**src/rtl/fixed_point_mac_accumulator_if.sv**
```systemverilog
// Product-in / sum-out handshake bundle between the multiplier stream, the
// accumulator and its consumer.
interface fixed_point_mac_accumulator_if #(
    parameter int DATA_W = 32
) ();
    logic              in_valid;
    logic              in_ready;
    logic [DATA_W-1:0] prod_in;
    logic              prod_ovf;
    logic              out_valid;
    logic              out_ready;
    logic [DATA_W-1:0] sum_out;
    logic              sum_ovf;

    // master: upstream producer plus downstream consumer of the sum
    modport master (
        output in_valid, prod_in, prod_ovf, out_ready,
        input  in_ready, out_valid, sum_out, sum_ovf
    );

    // slave: the accumulator itself
    modport slave (
        input  in_valid, prod_in, prod_ovf, out_ready,
        output in_ready, out_valid, sum_out, sum_ovf
    );
endinterface

```
**src/rtl/fixed_point_mac_accumulator.sv**
```systemverilog
// Sums a programmed number of signed Q16.16 products in a widened accumulator
// and returns one saturated Q16.16 sum with a sticky overflow flag.
module fixed_point_mac_accumulator #(
    parameter int DATA_W     = 32,
    parameter int FRACT_BITS = 16,
    parameter int ACC_W      = 48,
    parameter int CNT_W      = 16
) (
    input  logic                          clk,
    input  logic                          rst_n,
    input  logic                          start,
    input  logic [CNT_W-1:0]              num_samples,
    output logic                          busy,
    fixed_point_mac_accumulator_if.slave  bus
);

    localparam logic [1:0] IDLE  = 2'd0;
    localparam logic [1:0] ACCUM = 2'd1;
    localparam logic [1:0] HOLD  = 2'd2;

    localparam logic [CNT_W-1:0]        CNT_ONE = {{(CNT_W-1){1'b0}}, 1'b1};
    localparam logic signed [ACC_W-1:0] SAT_MAX = {{(ACC_W-DATA_W+1){1'b0}}, {(DATA_W-1){1'b1}}};
    localparam logic signed [ACC_W-1:0] SAT_MIN = {{(ACC_W-DATA_W+1){1'b1}}, {(DATA_W-1){1'b0}}};

    // The accumulator must be wide enough that no legal frame can wrap it.
    generate
        if (ACC_W < DATA_W + CNT_W || FRACT_BITS >= DATA_W) begin : g_bad_params
            $error("fixed_point_mac_accumulator: illegal ACC_W/CNT_W/FRACT_BITS combination");
        end
    endgenerate

    logic [1:0]               state_reg;
    logic signed [ACC_W-1:0]  acc_reg;
    logic [CNT_W-1:0]         cnt_reg;
    logic [CNT_W-1:0]         len_reg;
    logic                     ovf_sticky_reg;
    logic [DATA_W-1:0]        sum_out_reg;
    logic                     sum_ovf_reg;
    logic                     out_valid_reg;

    logic                     in_ready_int;
    logic                     beat;
    logic                     last_beat;
    logic signed [ACC_W-1:0]  prod_ext;
    logic signed [ACC_W-1:0]  acc_final;
    logic                     sat_hi;
    logic                     sat_lo;
    logic [DATA_W-1:0]        sat_val;

    assign in_ready_int = (state_reg == ACCUM);
    assign busy         = (state_reg != IDLE);

    assign bus.in_ready  = in_ready_int;
    assign bus.out_valid = out_valid_reg;
    assign bus.sum_out   = sum_out_reg;
    assign bus.sum_ovf   = sum_ovf_reg;

    assign beat      = bus.in_valid & in_ready_int;
    assign last_beat = beat & (cnt_reg == len_reg - CNT_ONE);
    assign prod_ext  = {{(ACC_W-DATA_W){bus.prod_in[DATA_W-1]}}, bus.prod_in};
    assign acc_final = acc_reg + prod_ext;

    // Clamp only on the final sum; exact range limits pass through unflagged.
    always_comb begin
        sat_hi  = (acc_final > SAT_MAX);
        sat_lo  = (acc_final < SAT_MIN);
        sat_val = acc_final[DATA_W-1:0];
        if (sat_hi) begin
            sat_val = SAT_MAX[DATA_W-1:0];
        end else if (sat_lo) begin
            sat_val = SAT_MIN[DATA_W-1:0];
        end
    end

    always_ff @(posedge clk or negedge rst_n) begin
        if (!rst_n) begin
            state_reg      <= IDLE;
            acc_reg        <= '0;
            cnt_reg        <= '0;
            len_reg        <= '0;
            ovf_sticky_reg <= 1'b0;
            sum_out_reg    <= '0;
            sum_ovf_reg    <= 1'b0;
            out_valid_reg  <= 1'b0;
        end else begin
            case (state_reg)
                IDLE: begin
                    if (start) begin
                        if (num_samples != '0) begin
                            len_reg        <= num_samples;
                            acc_reg        <= '0;
                            cnt_reg        <= '0;
                            ovf_sticky_reg <= 1'b0;
                            state_reg      <= ACCUM;
                        end else begin
                            sum_out_reg   <= '0;
                            sum_ovf_reg   <= 1'b0;
                            out_valid_reg <= 1'b1;
                            state_reg     <= HOLD;
                        end
                    end
                end
                ACCUM: begin
                    if (beat) begin
                        acc_reg        <= acc_final;
                        cnt_reg        <= cnt_reg + CNT_ONE;
                        ovf_sticky_reg <= ovf_sticky_reg | bus.prod_ovf;
                        if (last_beat) begin
                            sum_out_reg   <= sat_val;
                            sum_ovf_reg   <= ovf_sticky_reg | bus.prod_ovf | sat_hi | sat_lo;
                            out_valid_reg <= 1'b1;
                            state_reg     <= HOLD;
                        end
                    end
                end
                HOLD: begin
                    if (bus.out_ready) begin
                        out_valid_reg <= 1'b0;
                        state_reg     <= IDLE;
                    end
                end
                default: begin
                    out_valid_reg <= 1'b0;
                    state_reg     <= IDLE;
                end
            endcase
        end
    end

endmodule

```
**src/flat_wrapper.sv**
```systemverilog
// flat-port wrapper written by rule: the top's interface ports become plain ports
module fixed_point_mac_accumulator_flat 
#(
    parameter int DATA_W     = 32,
    parameter int FRACT_BITS = 16,
    parameter int ACC_W      = 48,
    parameter int CNT_W      = 16
)
  (clk, rst_n, start, num_samples, busy, bus_in_valid, bus_prod_in, bus_prod_ovf, bus_out_ready, bus_in_ready, bus_out_valid, bus_sum_out, bus_sum_ovf);
  fixed_point_mac_accumulator_if #(.DATA_W(DATA_W)) bus_i ();
  input  logic clk;
  input  logic rst_n;
  input  logic start;
  input  logic [CNT_W-1:0] num_samples;
  output logic busy;
  input wire logic [$bits(bus_i.in_valid)-1:0] bus_in_valid;
  input wire logic [$bits(bus_i.prod_in)-1:0] bus_prod_in;
  input wire logic [$bits(bus_i.prod_ovf)-1:0] bus_prod_ovf;
  input wire logic [$bits(bus_i.out_ready)-1:0] bus_out_ready;
  output wire logic [$bits(bus_i.in_ready)-1:0] bus_in_ready;
  output wire logic [$bits(bus_i.out_valid)-1:0] bus_out_valid;
  output wire logic [$bits(bus_i.sum_out)-1:0] bus_sum_out;
  output wire logic [$bits(bus_i.sum_ovf)-1:0] bus_sum_ovf;
  assign bus_i.in_valid = bus_in_valid;
  assign bus_i.prod_in = bus_prod_in;
  assign bus_i.prod_ovf = bus_prod_ovf;
  assign bus_i.out_ready = bus_out_ready;
  assign bus_in_ready = bus_i.in_ready;
  assign bus_out_valid = bus_i.out_valid;
  assign bus_sum_out = bus_i.sum_out;
  assign bus_sum_ovf = bus_i.sum_ovf;
  fixed_point_mac_accumulator #(.DATA_W(DATA_W), .FRACT_BITS(FRACT_BITS), .ACC_W(ACC_W), .CNT_W(CNT_W)) u_core (.clk(clk), .rst_n(rst_n), .start(start), .num_samples(num_samples), .busy(busy), .bus(bus_i));
endmodule
```
**config.mk**
```make
export PLATFORM = sky130hd
export DESIGN_NAME = fixed_point_mac_accumulator_flat
export DESIGN_NICKNAME = d
export VERILOG_FILES = /design/src/rtl/fixed_point_mac_accumulator_if.sv /design/src/rtl/fixed_point_mac_accumulator.sv /design/src/flat_wrapper.sv
export SDC_FILE = /design/constraint.sdc
export NUM_CORES = 1
export LEC_CHECK = 0
export ABC_AREA = 1
export BUFFER_PORTS_ARGS = -buffer_cell sky130_fd_sc_hd__clkbuf_2
export CORE_AREA = 2 2 136 138
export DETAILED_ROUTE_END_ITERATION = 12
export DIE_AREA = 0 0 138 140
export PLACE_DENSITY = 0.74
export REMOVE_ABC_BUFFERS = 1
export SLEW_MARGIN = 20
export SYNTH_ARGS = -nofsm -noshare
export SYNTH_HDL_FRONTEND = slang
export SYNTH_SLANG_ARGS = --single-unit
```
**constraint.sdc**
```tcl
create_clock -name clk -period 3.7 [get_ports clk]
set_clock_uncertainty 0.05 [all_clocks]
set_input_delay 0.74 -clock clk [delete_from_list [all_inputs] [get_ports clk]]
set_output_delay 0.74 -clock clk [all_outputs]
set_load 0.02 [all_outputs]
```
==> impl_results.md <==
* Status: completed
* Total track usage at 0.3094
* Fmax at 0.2959 GHz
* Cell chain of the critical path: clkbuf_2, ha_1, buf_4, nand2_1, nor2_2, inv_1, nor2_1, and2_1, nand3_1, nand4_1, nand2_1, nor2_1, nand2_1, nor2_1, nand2_1, nand2_2, buf_12, nand2_1, nand2_1, nand2_1
* WP data arrival at 3650 ps
* Net Sw Frac at 0.4832
* Vias per cell at 5.300
* Initial antenna violation count at 0
* Most frequent cells in the layout: 540 x nand2_1, 238 x inv_1, 123 x nor2_1, 117 x dfrtp_1, 112 x nand3_1
* Critical path startpoint category: input pin
* Syn Std Cell Area at 9681 um^2
* Worst path top cell family by delay: simple AND/OR/NAND/NOR gates
* Maximum level of the CTS H-tree at 4
* RSZ-0062 raised after global routing: false
* Pint at roughly 4100 uW
* Initial Utilization at 0.5445
* Final wirelength at 29.28 mm
* Num CTS Buffers at 17
* Ant diodes at 0
* Worst r2r dst: u_core.bus.sum_out[21]$_DFFE_PN0P_
* Setup Crit Path Kind: input pin to flip-flop
* Buf/Inv on CP at 4
* Clk network pwr share at 0.211
* Total number of vias at 9864
* RePlAce Congestion at roughly 0.98
* Syn Inst Count at 1504
* Clk sinks at roughly 120
* CTS resizes at 0
* Worst r2r path cells at 19
* CTS tree: done
* NetSw at 3861 uW
* Crit share post-route at 0.9134
* Vias in the first global route at 9686
* Rel. slew slack at 0.4219
* Unique cell type count in the Yosys netlist at 46
* Design area at 11150 um^2
* Die Ht at 140 um
* Final Critical Period at about 3400 ps
* DIE WIDTH at 138 um
* Nets at 1723
* Slew @ Worst Pin at 866.2 ps
* Overflow after GRT at 0
* Final Hold Fails at 0
* CP Capture Type: flip-flop
* Layout cells sized above 1 at 0.1287
* P&R area growth vs syn at 15.16%
* Largest net degree at the start of global routing at 118
* Reg clk slew, reported paths at about 60 ps
* Post-synth EDFFs at 0
* Max rail drop VDD at 0.4729 mV
* DRT antenna net count at 0
* First-pass GRT wire length at 47.55 mm
* WP data required at 3970 ps
* Routed wire per std cell at 15.73 um
* Hold Path Class: input pin to asynchronous set/reset pin
* R2R setup slack at 430 ps
* IO Port Bufs at 89
* DRC at 0
* Post-CTS setup buffers at 0
* PD cells at 716.7 nW/um^2
* Area after DPL at 10560 um^2
* Max reg flops at between 40 and 50
* Crit-path slowest cell: ha_1
* Pre-antenna DRT Iters at 5
* Core Box Area at ~18000 um^2
* # setup viols final at 0
* Share of async-settable or async-resettable flops after synthesis at 1.000
* Commonest non-fill, non-tap cell in the layout: nand2_1
* Die ar. at 19320 um^2
* Critical path peak fanout at 30
* Worst R2R Start: u_core.acc_reg[0]$_DFFE_PN0P_
* Pins Over Slew Limit at 0
* Overall Power at approximately 8000 uW
* Clock latency on the worst-skew pair at 430 ps
* Flops & latches, synth at 117
* Mean Syn Cell Area at 6.437 um^2
* Comb pwr share at 0.558
* Post-DP HPWL at 22.96 mm
* Register area share after synthesis at 0.3024
* Num ports at 90
* Ys Warns at 0
* Sequential share of power at 0.230
* Starting DRT DRC Count at 848
* Synth Flop Type: dfrtp_1
* Max Cap Violations at 0
* Most frequent CP cell: nand2_1
* Clock root buffer: clkbuf_16
* Row count at 49
* Static Leakage at 0.006313 uW
* Post-CTS Hold Fix Bufs at 0
* Fillers at 1740
* Critical path's largest stage delay at 440 ps
* Clk buf depth at 2
==> per-layer routing <==
metal  global-route usage  vias up  share of wire
li1                     -     4947              -
met1               0.3831     4552           0.43
met2               0.5334      300           0.47
met3              0.06325       65          0.063
met4               0.1192        0          0.037
met5                    0        -              0
==> power by group through the flow <==
stage	registers (uW)	clock network, uW	logic, uW
2_1_floorplan	1800	0	3070
3_3_place_gp	1840	0	4310
3_5_place_dp	1850	0	4390
4_1_cts	1830	1700	4420
5_1_grt	1870	1770	4980
6_report	1840	1690	4460
==> logic make-up (layout without fill, tap and decap cells) <==
| family | Yosys count | count (layout) | synth area share |
|---|---|---|---|
| AND/OR/NAND/NOR | 867 | 867 | 0.3803 |
| buffers and inverters | 270 | 398 | 0.1093 |
| XOR/XNOR | 57 | 57 | 0.05235 |
| AO/OA/AOI/OAI | 143 | 143 | 0.09022 |
| flip-flops | 117 | 117 | 0.3024 |
| adder cells (fa/ha/maj) | 50 | 50 | 0.06540 |
==> worst max-delay path by stage <==
stage | slack [ps] | start | endpoint | cells after the start
2_1_floorplan | -290 | u_core.state_reg[1]$_DFFE_PN0P_ | u_core.bus.sum_ovf$_DFFE_PN0P_ | 9
3_5_place_dp | -50 | bus_prod_in[31] | u_core.bus.sum_out[10]$_DFFE_PN0P_ | 17
5_1_grt | 140 | bus_prod_in[31] | u_core.bus.sum_ovf$_DFFE_PN0P_ | 20
6_report | 320 | bus_prod_in[31] | u_core.bus.sum_ovf$_DFFE_PN0P_ | 20
3_3_place_gp | -30 | bus_prod_in[31] | u_core.bus.sum_out[0]$_DFFE_PN0P_ | 19
4_1_cts | 390 | bus_prod_in[31] | u_core.bus.sum_out[12]$_DFFE_PN0P_ | 17
==> layout make-up <==
type / count / area, um^2 / share of cell area
inverters: 245 / 919.6 / 0.08249
flip-flops and latches: 117 / 2928 / 0.2626
repair buffers: 121 / 725.7 / 0.06510
well taps: 229 / 286.5 / 0.02570
clock buffers: 19 / 442.9 / 0.03973
multi-input cells: 1117 / 5699 / 0.5112
clock inverters: 13 / 146.4 / 0.01313
==> through the flow <==
stage	setup WS, ps	TNS (ps)	hold WS (ps)	cells	utilization
after CTS	391.4	0	391.2	1861	0.6270
final	320.6	0	336.1	1861	0.6270
after detailed placement	-46.33	-411.6	419.3	1829	0.5939
after floorplan	-286.2	-7393	394.4	1479	-
after global placement	-28.94	-361.4	413.1	1829	0.5939
after global routing	136.0	0	402.6	1861	0.6270
==> synth_stat cells, types with 2 or more instances <==
cell / count / area [um^2]
o21bai_1: 8 / 60.06
nor2_2: 15 / 93.84
buf_4: 2 / 15.01
nand3_2: 4 / 40.04
nor2_1: 125 / 469.2
xor2_1: 41 / 359.1
buf_6: 4 / 45.04
clkbuf_1: 12 / 45.04
a211oi_1: 2 / 15.01
ha_1: 49 / 613.1
buf_2: 6 / 30.03
nor3_2: 5 / 50.05
nand4_1: 18 / 112.6
nand2_2: 12 / 75.07
o21ai_0: 50 / 250.2
a31o_2: 3 / 26.28
dfrtp_1: 117 / 2928
inv_2: 7 / 26.28
nor3_1: 16 / 80.08
and2_1: 6 / 37.54
a31oi_1: 2 / 12.51
inv_1: 238 / 893.4
nor2_4: 4 / 45.04
nand2_1: 540 / 2027
a21oi_1: 45 / 225.2
o22ai_1: 2 / 12.51
nand3_1: 112 / 560.5
a22o_1: 24 / 210.2
nand3b_1: 4 / 30.03
xnor2_1: 15 / 131.4
Note: power is estimated with default switching activity, not from simulation.
